[config.mk]
export PLATFORM = sky130hd
export DESIGN_NAME = mem_port_arbiter
export DESIGN_NICKNAME = d
export VERILOG_FILES = /design/src/rtl/mem_port_arbiter.sv
export SDC_FILE = /design/constraint.sdc
export NUM_CORES = 1
export LEC_CHECK = 0
export ABC_AREA = 1
export BUFFER_PORTS_ARGS = -buffer_cell sky130_fd_sc_hd__buf_4
export CORE_UTILIZATION = 46
export CTS_CLUSTER_DIAMETER = 80
export DETAILED_ROUTE_END_ITERATION = 10
export PLACE_DENSITY = 0.87
export SLEW_MARGIN = 20
export SYNTH_ARGS = -nofsm -noshare
export SYNTH_HDL_FRONTEND = slang
export SYNTH_SLANG_ARGS = --single-unit
[constraint.sdc]
create_clock -name clk -period 2.7 [get_ports clk]
set_input_delay 0.54 -clock clk [delete_from_list [all_inputs] [get_ports clk]]
set_output_delay 0.54 -clock clk [all_outputs]
set_load 0.02 [all_outputs]
[src/rtl/mem_port_arbiter.sv]
`default_nettype none
// ============================================================================
// mem_port_arbiter: fetch/data arbiter in front of one single-port sync memory
// Revision: 1.0
// ============================================================================
module mem_port_arbiter #(
  parameter int ADDR_W     = 9,
  parameter int DATA_W     = 32,
  parameter int MEM_LAT    = 1,
  parameter int STARVE_MAX = 4
) (
  input  logic                clk,
  input  logic                reset,
  input  logic                if_req,
  input  logic [ADDR_W-1:0]   if_addr,
  output logic [DATA_W-1:0]   if_rdata,
  output logic                if_valid,
  output logic                if_stall,
  input  logic                d_req,
  input  logic                d_we,
  input  logic [ADDR_W-1:0]   d_addr,
  input  logic [DATA_W-1:0]   d_wdata,
  input  logic [DATA_W/8-1:0] d_be,
  output logic [DATA_W-1:0]   d_rdata,
  output logic                d_valid,
  output logic                d_stall,
  output logic                mem_en,
  output logic                mem_we,
  output logic [ADDR_W-1:0]   mem_addr,
  output logic [DATA_W-1:0]   mem_wdata,
  output logic [DATA_W/8-1:0] mem_be,
  input  logic [DATA_W-1:0]   mem_rdata
);

  localparam int         BE_W       = DATA_W / 8;
  localparam int         LAT_W      = 3;
  localparam int         STV_W      = 4;
  localparam logic [LAT_W-1:0] LAT_INIT   = LAT_W'(MEM_LAT);
  localparam logic [STV_W-1:0] STARVE_LIM = STV_W'(STARVE_MAX);

  localparam logic [1:0] ST_IDLE = 2'd0;
  localparam logic [1:0] ST_WAIT = 2'd1;
  localparam logic [1:0] ST_DONE = 2'd2;

  logic [1:0]        state_q,      state_d;
  logic              owner_data_q, owner_data_d;
  logic [LAT_W-1:0]  lat_cnt_q,    lat_cnt_d;
  logic [STV_W-1:0]  starve_q,     starve_d;
  logic [DATA_W-1:0] if_rdata_q,   if_rdata_d;
  logic [DATA_W-1:0] d_rdata_q,    d_rdata_d;

  logic issue_ok;
  logic grant_data;
  logic grant_fetch;

  // Issue is suppressed during reset so the memory never sees a stray strobe.
  assign issue_ok    = (state_q == ST_IDLE) & ~reset;
  assign grant_data  = issue_ok & d_req & ~(if_req & (starve_q == STARVE_LIM));
  assign grant_fetch = issue_ok & ~grant_data & if_req;

  always_ff @(posedge clk) begin
    if (reset) begin
      state_q      <= ST_IDLE;
      owner_data_q <= 1'b1;
      lat_cnt_q    <= '0;
      starve_q     <= '0;
      if_rdata_q   <= '0;
      d_rdata_q    <= '0;
    end else begin
      state_q      <= state_d;
      owner_data_q <= owner_data_d;
      lat_cnt_q    <= lat_cnt_d;
      starve_q     <= starve_d;
      if_rdata_q   <= if_rdata_d;
      d_rdata_q    <= d_rdata_d;
    end
  end

  always_comb begin
    state_d      = state_q;
    owner_data_d = owner_data_q;
    lat_cnt_d    = lat_cnt_q;
    starve_d     = starve_q;
    if_rdata_d   = if_rdata_q;
    d_rdata_d    = d_rdata_q;

    case (state_q)
      ST_IDLE: begin
        if (grant_data) begin
          owner_data_d = 1'b1;
          lat_cnt_d    = LAT_INIT;
          state_d      = d_we ? ST_DONE : ST_WAIT;
          if (!if_req) begin
            starve_d = '0;
          end else if (starve_q != STARVE_LIM) begin
            starve_d = starve_q + 4'd1;
          end
        end else if (grant_fetch) begin
          owner_data_d = 1'b0;
          lat_cnt_d    = LAT_INIT;
          state_d      = ST_WAIT;
          starve_d     = '0;
        end
      end
      ST_WAIT: begin
        lat_cnt_d = lat_cnt_q - 3'd1;
        // Count of 1 marks the cycle the memory presents read data.
        if (lat_cnt_q == 3'd1) begin
          state_d = ST_DONE;
          if (owner_data_q) begin
            d_rdata_d = mem_rdata;
          end else begin
            if_rdata_d = mem_rdata;
          end
        end
      end
      ST_DONE: state_d = ST_IDLE;
      default: state_d = ST_IDLE;
    endcase
  end

  always_comb begin
    mem_en    = 1'b0;
    mem_we    = 1'b0;
    mem_addr  = '0;
    mem_wdata = '0;
    mem_be    = '0;
    if (grant_data) begin
      mem_en    = 1'b1;
      mem_we    = d_we;
      mem_addr  = d_addr;
      mem_wdata = d_wdata;
      mem_be    = d_be;
    end else if (grant_fetch) begin
      mem_en    = 1'b1;
      mem_addr  = if_addr;
      mem_be    = {BE_W{1'b1}};
    end

    if_valid = (state_q == ST_DONE) & ~owner_data_q;
    d_valid  = (state_q == ST_DONE) &  owner_data_q;
    if_stall = if_req & ~if_valid;
    d_stall  = d_req & ~d_valid;
    if_rdata = if_rdata_q;
    d_rdata  = d_rdata_q;
  end

endmodule
`default_nettype wire

==> summary.md <==
| Metric | Value |
|---|---|
| Worst R2R Start | lat_cnt_q[1]$_SDFFE_PP0P_ |
| Syn Std Cell Area | 0.00334 sq mm |
| Total GRT Usage | between 20% and 30% |
| Max Root-Sink Buffers | 2 |
| H-Tree Depth | 3 |
| Busiest grt layer | met2 |
| Clock Skew | between 0.005 and 0.006 ns |
| FFs w/ async S/R, synth | 0% |
| Number of synthesized flops with an enable pin | 0 |
| Via count | ~3600 |
| Die Wd | between 80 and 90 um |
| Grt met2 use | 40.9% |
| # fillers | 565 |
| Seq cells post-synth | between 70 and 80 |
| Max-cap viol count | 0 |
| Worst Hold Slack | 0.444 ns |
| Clock Latency Late Sink | about 0.33 ns |
| Post-layout util | 73.3% |
| Area Growth Syn to Fin | 51.5% |
| Mapped Nets | between 500 and 600 |
| Diodes inserted | 0 |
| CTS buffer count | 9 |
| Worst hold path type | reg2reg |
| Clock tree from TritonCTS | built |
| Outcome | finished clean |
| Worst setup path start | starve_q[0]$_SDFFE_PP0P_ |
| Largest vdd supply drop | about 0.0004 V |
| Lkg Pwr | between 2 and 3 nW |
| Routed Antenna Nets | 0 |
| Syn_area_per_cell | a little over 7 sq um |
| 1st-pass router iterations | 4 |
| Logic pwr share | between 20 and 25% |
| Unrepaired setup endpoints after global routing | no |
| Die outline height | 87.3 um |
| CTS Sinks | 74 |
| Drt total wl | just under 10000 um |
| Global-route wire length before repair | 14600 um |
| Core Rows | 30 |
| Clock Power Share | 32.7% |
| I/O pins | approximately 210 |
| Nets | between 700 and 800 |
| Synth top area cells | dfxtp_1, nor2_1, o21ai_0, inv_1, a21oi_1 |
| Pwr per Cell Area | 500 mW/mm^2 |
| Synth warnings | 0 |
| Hold_buf cts | 0 |
| Seq/Total Area, Yosys | between 40% and 50% |
| Total grt overflow | 0 |
| Synth unique cells | 27 |
| Relative slew slack | just under 60% |
| Via/cell ratio | around 4.7 |
| Largest net degree at the start of global routing | 53 |
| CTS clock-pin slew for the worst setup and hold paths | roughly 0.07 ns |
| Initial core utilization | 48.4% |
| WL per Instance | approximately 13 um |
| Final setup vio count | 0 |
| Internal Pwr Total | ~0.0018 W |
| Min cycle time layout | between 2 and 3 ns |
| Synth Flop Type | dfxtp_1 |
| Met3 usage | 5.31% |
| Die area | 0.00761 sq mm |
| Switching Fraction | approximately 28% |
| Root buf cell | clkbuf_8 |
| Reg power frac | a little under half |
| Slew at the pin with the worst max-slew slack | 0.607 ns |
| Cell count after synthesis | ~470 |
| Post-synth top area share | between 40% and 50% |
| RD Place Congestion | roughly 0.9 |
| Remaining DRCs | 0 |
| PortBufs | slightly above 200 |
| Worst Path Required | roughly 2.2 ns |
| Crit-path max FO | 43 |
| Number of global-route vias before repair | approximately 3200 |
| Top-count cell post-synth | nor2_1 |
| Hold path start | if_rdata[23]$_SDFFE_PP0P_ |
| M1 GR Usage | between 30 and 40% |
| Overall Power | approximately 0.0025 W |
| Final Hold Fails | 0 |
| Startpoint Class | register |
| 1st-iter DRT viols | 142 |
| Final HPWL DP | approximately 7600 um |
| Arr. time, crit path | around 2.0 ns |
| Cell accounting for the most synthesized area | dfxtp_1 |
| Max frequency | a little under 400 MHz |
| Initial antenna violation count | 0 |
| Ratio of cells with drive above 1 in the final layout | approximately 36% |
| Final Cycle Share | a little over nine tenths |
| Crit. End Element | output pin |
| Final setup TNS | 0 ns |
| Critical setup path kind | reg2out |
| Synth top cells by count | nor2_1, inv_1, dfxtp_1 |
| Core Region | just under 0.007 sq mm |
| Psw | approximately 0.0007 W |
| Slew Viols, Final | 0 |
==> cells in the final DEF, fill, tap and decap left out <==
cell type,count
a21oi_1,39
a31oi_1,1
buf_12,1
buf_4,209
bufinv_16,1
clkbuf_8,10
clkinv_2,4
dfxtp_1,74
ha_1,4
inv_1,81
inv_2,2
inv_6,2
nand2_1,45
nand3_1,15
nand3_2,3
nand4_1,1
nor2_1,95
nor2_2,9
nor2_4,2
nor2_8,1
o211ai_1,2
o21ai_0,61
o21ai_1,7
or2_1,1
xor2_1,1
==> timing repair <==
item                                   CTS  global route
resized for setup                        0             1
endpoints found under the hold margin    0             0
setup buffers                            0             0
setup endpoints to repair                0             4
==> through the flow <==
stage                     setup slack, ns  cells  area, sq um
after floorplan                     0.624    473         3340
after global placement              0.407    752         4870
after detailed placement            0.343    752         4870
after CTS                          0.0759    767         5060
after global routing              0.00346    767         5060
final                               0.154    767         5060
==> flip-flops by register name (all words and copies together), names as in the netlist <==
name	cells
owner_data_q	1
state_q	2
lat_cnt_q	3
if_rdata	32
starve_q	4
d_rdata	32
==> power groups by stage <==
| stage | clock network, W | registers [W] | logic, W |
|---|---|---|---|
| 3_3_place_gp | 0 | 0.00118 | 0.000538 |
| 6_report | 0.000828 | 0.00115 | 0.000553 |
| 5_1_grt | 0.000883 | 0.00116 | 0.000604 |
| 3_5_place_dp | 0 | 0.00118 | 0.000550 |
| 2_1_floorplan | 0 | 0.00121 | 0.000265 |
| 4_1_cts | 0.000843 | 0.00115 | 0.000552 |
==> kinds of logic (layout without fill, tap and decap cells) <==
group	count (synthesis)	in the layout	synth area share, %
adder cells (fa/ha/maj)	4	4	1.50
AND/OR/NAND/NOR	172	172	22.2
flip-flops	74	74	44.3
AO/OA/AOI/OAI	110	110	16.7
buffers and inverters	112	310	15.1
XOR/XNOR	1	1	0.262
==> worst paths after layout <==
path / to / cells after the start / slack [ns]
worst max register to register: d_rdata[11]$_SDFFE_PP0P_ / 9 / 0.83
worst min-delay path: if_rdata[23]$_SDFFE_PP0P_ / 2 / 0.44
worst min register to register: if_rdata[23]$_SDFFE_PP0P_ / 2 / 0.44
worst max-delay path: mem_be[0] / 9 / 0.15
==> critical path: stages (launching register included) <==
cell and delay, ns:
dfxtp_1 0.39, inv_1 0.08, ha_1 0.19, nand2_1 0.10, nor2_4 0.06, nor2_8 0.24, inv_6 0.19, nand2_1 0.18
nand2_1 0.08, buf_4 0.16
==> routing by layer <==
metal | share of wire, % | wire length [um]
met1 | 42 | 4130
met2 | 50 | 4890
met4 | 2.0 | 197
met3 | 6.1 | 594
met5 | 0 | 0
==> layout make-up <==
class | count | area, sq um | share of cell area [%]
clock buffer | 10 | 138 | 2.72
clock inverter | 5 | 53.8 | 1.06
inverter | 85 | 325 | 6.42
multi-input combinational | 287 | 1360 | 26.8
sequential | 74 | 1480 | 29.2
tap | 96 | 120 | 2.37
timing repair buffer | 210 | 1590 | 31.4
(Power assumes the default switching activity.)
